==> src/rtl/udma_evt_ctrl_if.sv <==
// uDMA control-block bus: register access strobe/data plus the incoming
// SoC event strobe. The controller side uses the slave modport.
interface udma_evt_ctrl_if #(
    parameter int EVT_W = 8
);
    logic [31:0]      cfg_data_i;
    logic [4:0]       cfg_addr_i;
    logic             cfg_valid_i;
    logic             cfg_rwn_i;
    logic [31:0]      cfg_data_o;
    logic             cfg_ready_o;
    logic             event_valid_i;
    logic [EVT_W-1:0] event_data_i;
    logic             event_ready_o;

    modport slave (
        input  cfg_data_i, cfg_addr_i, cfg_valid_i, cfg_rwn_i,
        input  event_valid_i, event_data_i,
        output cfg_data_o, cfg_ready_o, event_ready_o
    );

    modport master (
        output cfg_data_i, cfg_addr_i, cfg_valid_i, cfg_rwn_i,
        output event_valid_i, event_data_i,
        input  cfg_data_o, cfg_ready_o, event_ready_o
    );
endinterface

==> src/rtl/udma_evt_ctrl.sv <==
// uDMA control block: clock gates, self-timed soft resets and N_EVT
// programmable event matchers with divide-by-N pulse output and sticky status.

// One event channel: hit counter and registered divided pulse.
module udma_evt_ctrl_ch (
    input  logic       clk_i,
    input  logic       rstn_i,
    input  logic       clr_i,
    input  logic       hit_i,
    input  logic [3:0] div_i,
    output logic       evt_o
);
    logic [3:0] cnt_q, cnt_d;
    logic       evt_q, evt_d;

    // count qualified hits, emit a pulse and wrap when the divider is reached
    always_comb begin
        cnt_d = cnt_q;
        evt_d = 1'b0;
        if (clr_i) begin
            cnt_d = '0;
        end else if (hit_i) begin
            if (cnt_q == div_i) begin
                evt_d = 1'b1;
                cnt_d = '0;
            end else begin
                cnt_d = cnt_q + 4'd1;
            end
        end
    end

    // channel state registers
    always_ff @(posedge clk_i or negedge rstn_i) begin
        if (!rstn_i) begin
            cnt_q <= '0;
            evt_q <= 1'b0;
        end else begin
            cnt_q <= cnt_d;
            evt_q <= evt_d;
        end
    end

    assign evt_o = evt_q;
endmodule

module udma_evt_ctrl #(
    parameter int N_PERIPHS = 6,
    parameter int N_EVT     = 4,
    parameter int EVT_W     = 8,
    parameter int RST_LEN_W = 8
) (
    input  logic                 clk_i,
    input  logic                 rstn_i,
    udma_evt_ctrl_if.slave       bus,
    output logic [N_PERIPHS-1:0] sw_rst_o,
    output logic [N_PERIPHS-1:0] cg_value_o,
    output logic                 cg_core_o,
    output logic [N_EVT-1:0]     event_o
);
    localparam logic [4:0] A_CG     = 5'h00;
    localparam logic [4:0] A_EVT_LO = 5'h01;
    localparam logic [4:0] A_RST    = 5'h02;
    localparam logic [4:0] A_EVT_HI = 5'h03;
    localparam logic [4:0] A_EN     = 5'h04;
    localparam logic [4:0] A_DIV    = 5'h05;
    localparam logic [4:0] A_STAT   = 5'h06;
    localparam logic [4:0] A_RLEN   = 5'h07;

    logic [N_PERIPHS-1:0]            cg_q, cg_d;
    logic [N_PERIPHS-1:0]            rst_q, rst_d;
    logic [RST_LEN_W-1:0]            rlen_q, rlen_d;
    logic [RST_LEN_W-1:0]            cnt_q, cnt_d;
    logic [N_EVT-1:0][EVT_W-1:0]     id_q, id_d;
    logic [N_EVT-1:0]                en_q, en_d;
    logic [N_EVT-1:0][3:0]           div_q, div_d;
    logic [N_EVT-1:0]                stat_q, stat_d;
    logic [N_EVT-1:0]                hit;
    logic [N_PERIPHS-1:0]            wbits;
    logic [31:0]                     rdata;
    logic                            wr, cfg_wr;

    assign wr     = bus.cfg_valid_i & ~bus.cfg_rwn_i;
    // any matcher reconfiguration restarts all dividers and drops this cycle's hits
    assign cfg_wr = wr & (bus.cfg_addr_i == A_EVT_LO || bus.cfg_addr_i == A_EVT_HI ||
                          bus.cfg_addr_i == A_EN     || bus.cfg_addr_i == A_DIV);
    assign wbits  = bus.cfg_data_i[N_PERIPHS-1:0];

    // plain configuration register writes
    always_comb begin
        cg_d   = cg_q;
        id_d   = id_q;
        en_d   = en_q;
        div_d  = div_q;
        rlen_d = rlen_q;
        if (wr) begin
            case (bus.cfg_addr_i)
                A_CG:     cg_d = wbits;
                A_EVT_LO: for (int k = 0; k < N_EVT; k++)
                              if (k < 4) id_d[k] = bus.cfg_data_i[8*(k%4) +: EVT_W];
                A_EVT_HI: for (int k = 0; k < N_EVT; k++)
                              if (k >= 4) id_d[k] = bus.cfg_data_i[8*(k%4) +: EVT_W];
                A_EN:     en_d = bus.cfg_data_i[N_EVT-1:0];
                A_DIV:    for (int k = 0; k < N_EVT; k++) div_d[k] = bus.cfg_data_i[4*k +: 4];
                A_RLEN:   rlen_d = bus.cfg_data_i[RST_LEN_W-1:0];
                default:  ;
            endcase
        end
    end

    // soft reset: level mode when length is 0, otherwise OR-in and time out
    always_comb begin
        rst_d = rst_q;
        cnt_d = cnt_q;
        if (wr && bus.cfg_addr_i == A_RST && rlen_q == '0) begin
            rst_d = wbits;
            cnt_d = '0;
        end else if (wr && bus.cfg_addr_i == A_RST && wbits != '0) begin
            rst_d = rst_q | wbits;
            cnt_d = rlen_q;
        end else if (cnt_q != '0) begin
            cnt_d = cnt_q - 1'b1;
            if (cnt_q == RST_LEN_W'(1)) rst_d = '0;
        end
    end

    // event matching and sticky status (W1C loses against a same-cycle hit)
    always_comb begin
        for (int k = 0; k < N_EVT; k++)
            hit[k] = bus.event_valid_i & en_q[k] & (bus.event_data_i == id_q[k]) & ~cfg_wr;
        stat_d = stat_q;
        if (wr && bus.cfg_addr_i == A_STAT) stat_d = stat_q & ~bus.cfg_data_i[N_EVT-1:0];
        stat_d = stat_d | hit;
    end

    // register file and soft-reset counter
    always_ff @(posedge clk_i or negedge rstn_i) begin
        if (!rstn_i) begin
            cg_q   <= '0;
            rst_q  <= '0;
            rlen_q <= '0;
            cnt_q  <= '0;
            id_q   <= '0;
            en_q   <= '0;
            div_q  <= '0;
            stat_q <= '0;
        end else begin
            cg_q   <= cg_d;
            rst_q  <= rst_d;
            rlen_q <= rlen_d;
            cnt_q  <= cnt_d;
            id_q   <= id_d;
            en_q   <= en_d;
            div_q  <= div_d;
            stat_q <= stat_d;
        end
    end

    genvar g;
    generate
        for (g = 0; g < N_EVT; g++) begin : g_ch
            udma_evt_ctrl_ch u_ch (
                .clk_i  (clk_i),
                .rstn_i (rstn_i),
                .clr_i  (cfg_wr),
                .hit_i  (hit[g]),
                .div_i  (div_q[g]),
                .evt_o  (event_o[g])
            );
        end
    endgenerate

    // read mux, zero unless a read is strobed
    always_comb begin
        rdata = '0;
        if (bus.cfg_valid_i && bus.cfg_rwn_i) begin
            case (bus.cfg_addr_i)
                A_CG:     rdata[N_PERIPHS-1:0] = cg_q;
                A_EVT_LO: for (int k = 0; k < N_EVT; k++)
                              if (k < 4) rdata[8*(k%4) +: EVT_W] = id_q[k];
                A_RST:    rdata[N_PERIPHS-1:0] = rst_q;
                A_EVT_HI: for (int k = 0; k < N_EVT; k++)
                              if (k >= 4) rdata[8*(k%4) +: EVT_W] = id_q[k];
                A_EN:     rdata[N_EVT-1:0] = en_q;
                A_DIV:    for (int k = 0; k < N_EVT; k++) rdata[4*k +: 4] = div_q[k];
                A_STAT:   rdata[N_EVT-1:0] = stat_q;
                A_RLEN:   rdata[RST_LEN_W-1:0] = rlen_q;
                default:  ;
            endcase
        end
    end

    assign bus.cfg_data_o    = rdata;
    assign bus.cfg_ready_o   = 1'b1;
    assign bus.event_ready_o = 1'b1;
    assign sw_rst_o          = rst_q;
    assign cg_value_o        = cg_q;
    assign cg_core_o         = |cg_q;
endmodule

==> src/flat_wrapper.sv <==
// flat-port wrapper written by rule: the top's interface ports become plain ports
module udma_evt_ctrl_flat 
#(
    parameter int N_PERIPHS = 6,
    parameter int N_EVT     = 4,
    parameter int EVT_W     = 8,
    parameter int RST_LEN_W = 8
)
  (clk_i, rstn_i, sw_rst_o, cg_value_o, cg_core_o, event_o, bus_cfg_data_i, bus_cfg_addr_i, bus_cfg_valid_i, bus_cfg_rwn_i, bus_event_valid_i, bus_event_data_i, bus_cfg_data_o, bus_cfg_ready_o, bus_event_ready_o);
  udma_evt_ctrl_if #(.EVT_W(EVT_W)) bus_i ();
  input  logic clk_i;
  input  logic rstn_i;
  output logic [N_PERIPHS-1:0] sw_rst_o;
  output logic [N_PERIPHS-1:0] cg_value_o;
  output logic cg_core_o;
  output logic [N_EVT-1:0] event_o;
  input wire logic [$bits(bus_i.cfg_data_i)-1:0] bus_cfg_data_i;
  input wire logic [$bits(bus_i.cfg_addr_i)-1:0] bus_cfg_addr_i;
  input wire logic [$bits(bus_i.cfg_valid_i)-1:0] bus_cfg_valid_i;
  input wire logic [$bits(bus_i.cfg_rwn_i)-1:0] bus_cfg_rwn_i;
  input wire logic [$bits(bus_i.event_valid_i)-1:0] bus_event_valid_i;
  input wire logic [$bits(bus_i.event_data_i)-1:0] bus_event_data_i;
  output wire logic [$bits(bus_i.cfg_data_o)-1:0] bus_cfg_data_o;
  output wire logic [$bits(bus_i.cfg_ready_o)-1:0] bus_cfg_ready_o;
  output wire logic [$bits(bus_i.event_ready_o)-1:0] bus_event_ready_o;
  assign bus_i.cfg_data_i = bus_cfg_data_i;
  assign bus_i.cfg_addr_i = bus_cfg_addr_i;
  assign bus_i.cfg_valid_i = bus_cfg_valid_i;
  assign bus_i.cfg_rwn_i = bus_cfg_rwn_i;
  assign bus_i.event_valid_i = bus_event_valid_i;
  assign bus_i.event_data_i = bus_event_data_i;
  assign bus_cfg_data_o = bus_i.cfg_data_o;
  assign bus_cfg_ready_o = bus_i.cfg_ready_o;
  assign bus_event_ready_o = bus_i.event_ready_o;
  udma_evt_ctrl #(.N_PERIPHS(N_PERIPHS), .N_EVT(N_EVT), .EVT_W(EVT_W), .RST_LEN_W(RST_LEN_W)) u_core (.clk_i(clk_i), .rstn_i(rstn_i), .bus(bus_i), .sw_rst_o(sw_rst_o), .cg_value_o(cg_value_o), .cg_core_o(cg_core_o), .event_o(event_o));
endmodule
==> config.mk <==
export PLATFORM = sky130hd
export DESIGN_NAME = udma_evt_ctrl_flat
export DESIGN_NICKNAME = d
export VERILOG_FILES = /design/src/rtl/udma_evt_ctrl_if.sv /design/src/rtl/udma_evt_ctrl.sv /design/src/flat_wrapper.sv
export SDC_FILE = /design/constraint.sdc
export NUM_CORES = 1
export LEC_CHECK = 0
export CAP_MARGIN = 20
export CORE_ASPECT_RATIO = 1.1
export CORE_UTILIZATION = 57
export DETAILED_ROUTE_END_ITERATION = 16
export HOLD_SLACK_MARGIN = 0.08
export PLACE_DENSITY = 0.86
export SLEW_MARGIN = 10
export SYNTH_ARGS = -nofsm -noshare
export SYNTH_HDL_FRONTEND = slang
export SYNTH_SLANG_ARGS = --single-unit
==> constraint.sdc <==
create_clock -name clk_i -period 3.9 [get_ports clk_i]
set_input_delay 0.78 -clock clk_i [delete_from_list [all_inputs] [get_ports clk_i]]
set_output_delay 0.78 -clock clk_i [all_outputs]
set_load 0.02 [all_outputs]
==> reports/metrics.cfg <==
[logic_synthesis]
syn_inst = 526
synth_area_leaders = dfrtp_1 47%, mux2_2 11%, xor2_1 7.0%
synth_top_area_share_pct = 47.1
yosysSeqAreaShare_pct = 47.1
yosys.area.top_type = dfrtp_1
async_flop_share_pct = 100
synth-edff-count = 0
syn_area_sq_um = 5530
ys_warn_count = 0
synth_ff_type = dfrtp_1
synth_cell_types = 44
ys_ff_latch = 104
syn_avg_cell_area_sq_um = 10.5

[placement]
post_dp_cell_area_sq_um = 6630
io_buffers = 98
place_congestion = 0.873
place_ws_ns = 0.0659
dp_hpwl_mm = 10.3

[drt]
dr.pass1.iters = 6
routed_wl_mm = 13.9
dr.first_iter.drc_count = 337
met1_length_mm = 5.96
wl_met2_mm = 6.74
routedWlPerCell_um = 18.6
drtAntennaViolNets = 0
viasPerCell = 6.01
drcViolationCount = 0
highest_layer = met4
wl_met3_um = 929
vias = 4477

[critical_path]
path_buf_inv = 4
cp.depth = 7
r2r_start = u_core.id_q[31]
worstPathCellList = clkdlybuf4s50_1 -> or3_1 -> buf_4 -> nor3_1 -> buf_4 -> and2_1 -> clkdlybuf4s50_1
crit_path_end_kind = primary output
crit_start = bus_cfg_addr_i[3]
crit_path_start_kind = input port
rr_endpoint = u_core.g_ch[3].u_ch.cnt_q[2]
slowest_stage = clkdlybuf4s50_1
worstPathRequired_ns = 3.12
critPathMaxFanout = 16
cp-endpoint = bus_cfg_data_o[16]
max_stage_delay_ns = 0.60
cp.arrival_ns = 3.04
reg2reg_depth = 5
worstSetupPathType = input port to primary output
rrSetupSlack_ns = 1.69
cpLargestDelayFamily = buffers and inverters

[timing]
post-route-min-period_ns = 3.82
rsz0062_at_grt = false
worst_slew_pin_slew_ns = 0.844
setup_ws_ns = 0.0789
tns_ns = 0
relSlewSlack_pct = 43.2
fin_crit_sh_pct = 98.0
fmax_ghz = 0.262
setup_viol = 0
finalHoldViolCount = 0
finClkSkew_ns = 0.0128
slew_viol_final = 0

[floorplan]
die_y_um = 105
rows = 37
core_sq_um = 9400
dieArea_sq_um = 10100
ios = 101
die_w_um = 95.9
start_util_pct = 58.8

[final_layout]
final_common_cell = dfrtp_1
finalNetCount = 681
layout_common_cells = 104 x dfrtp_1, 95 x clkdlybuf4s50_1, 56 x mux2_2
drive_above_1_share_pct = 15.8
num_antenna_cells = 0
syn_to_final_growth_pct = 23.2
final_area_sq_um = 6810

[power]
internal_power_mw = 1.82
netSwitchingPower_mw = 0.861
p_sw_share_pct = 32.1
ir_drop_mv = 0.175
p_leak_nw = 3.09
comb_power_share_pct = 24.2
clkPwrFrac_pct = 23.2
power_density_nw_per_um2 = 394
p_seq_share_pct = 52.6

[clock_network]
numClockSinks = 104
tritoncts = yes
hold_buffers = 0
htree_levels = 3
cts_buffer_depth = 2
cts_buffers = 9
cts-root-buf = clkbuf_8
clk_pin_slew_ns = 0.10
cts_setup_buffers = 0
clk-insertion-delay-late_ns = 0.38

[global_routing]
grt_pass1_vias = 4388
grt_pass1_wl_mm = 22.1
grt_use_total_pct = 28.9
grt_overflow = 0
grt_antenna_before_repair = 0
grt_max_degree = 68

[hold_path]
holdCritPathClass = input port to asynchronous set/reset pin

[outcome]
run_status = complete, no violations

[flow_run]
drv_cap = 0

[registers in the layout, summed over array words and instances (netlist names)]
register,count
u_core.id_q,32
u_core.div_q,16
u_core.g_ch.u_ch.cnt_q,16
u_core.cnt_q,8
u_core.rlen_q,8
u_core.cg_value_o,6
u_core.sw_rst_o,6
u_core.en_q,4
u_core.g_ch.u_ch.evt_o,4
u_core.stat_q,4
[worst reg2reg max path, delay by kind of cell, from the launching register on]
kind | cells | cell delay [ns]
DFF | 1 | 0.42
and+or+nand+nor | 3 | 1.41
xor gates and xnor gates | 1 | 0.15
AOI/OAI and AO/OA | 1 | 0.16
[power groups by stage]
| stage | Combinational (mW) | Clock [mW] | Sequential, mW |
|---|---|---|---|
| after floorplan | 0.393 | 0 | 1.40 |
| after global placement | 0.628 | 0 | 1.42 |
| after detailed placement | 0.648 | 0 | 1.43 |
| after CTS | 0.652 | 0.629 | 1.41 |
| after global routing | 0.724 | 0.665 | 1.43 |
| final | 0.650 | 0.622 | 1.41 |
[cell usage after synthesis (2+ instances only)]
library cell	instances
or4_1	5
o21ai_0	34
dfrtp_1	104
clkbuf_1	12
buf_2	8
a22o_1	8
nand3_1	11
or4b_2	4
a211oi_1	4
nand4_1	3
ha_1	7
mux2i_1	3
a31oi_1	2
nor2b_1	7
buf_4	6
nand2_2	2
a221oi_1	2
nor4_1	15
nand2_1	38
nor3_1	12
xor2_1	44
or3_1	6
a22oi_1	12
and3_1	6
nor2_1	27
a21oi_1	26
or3b_2	4
mux2_2	56
a222oi_1	3
nor3b_1	5
inv_1	11
and2_1	17
xnor2_1	11
[per-stage QoR]
stage	util [%]	std cells	power, mW	hold WS, ns
2_1_floorplan	-	527	1.79	0.464
3_3_place_gp	70.6	730	2.05	0.506
3_5_place_dp	70.6	730	2.08	0.516
4_1_cts	72.4	745	2.69	0.516
5_1_grt	72.5	745	2.82	0.551
6_report	72.5	745	2.68	0.474
[final cells by class]
type / count / area, sq um
Clock buffer: 11 / 141
Clock inverter: 4 / 31.3
Fill cell: 693 / 2590
Inverter: 11 / 41.3
Multi-Input combinational cell: 386 / 2760
Sequential cell: 104 / 2600
Tap cell: 117 / 146
Timing Repair Buffer: 112 / 1090
[worst min-delay path by stage]
| stage | cells after the start | from | to | slack (ns) |
|---|---|---|---|---|
| detailed placement | 2 | u_core.stat_q[0] | u_core.stat_q[0] | 0.52 |
| global route | 1 | rstn_i | u_core.sw_rst_o[3] | 0.55 |
| finish | 1 | rstn_i | u_core.sw_rst_o[0] | 0.47 |
| global placement | 2 | u_core.stat_q[0] | u_core.stat_q[0] | 0.51 |
| floorplan | 2 | u_core.en_q[0] | u_core.en_q[0] | 0.46 |
| CTS | 1 | rstn_i | u_core.sw_rst_o[0] | 0.52 |
[per-layer routing]
metal  global-route usage, %  up-vias
met5                       0        -
met4                    9.49        0
met3                    4.55       24
met2                    47.0      190
met1                    39.4     2192
li1                        -     2071
[cells by family (layout without fill, tap and decap cells)]
| logic type | count (synthesis) | count (layout) | share of synthesized area [%] |
|---|---|---|---|
| simple gates | 167 | 167 | 16.6 |
| flops | 104 | 104 | 47.1 |
| compound gates | 96 | 96 | 10.9 |
| mux | 59 | 59 | 12.0 |
| xor+xnor | 55 | 55 | 8.71 |
| buf+inv | 37 | 138 | 3.10 |
| fa+ha+maj | 7 | 7 | 1.58 |
| other cells | 1 | 2 | 0.0678 |
[timing repair]
action / 4_1_cts / 5_1_grt
hold endpoints to repair: 0 / 0
gates resized for setup: 0 / 2
endpoints found under the setup margin: 0 / 2
(Power assumes the default switching activity.)
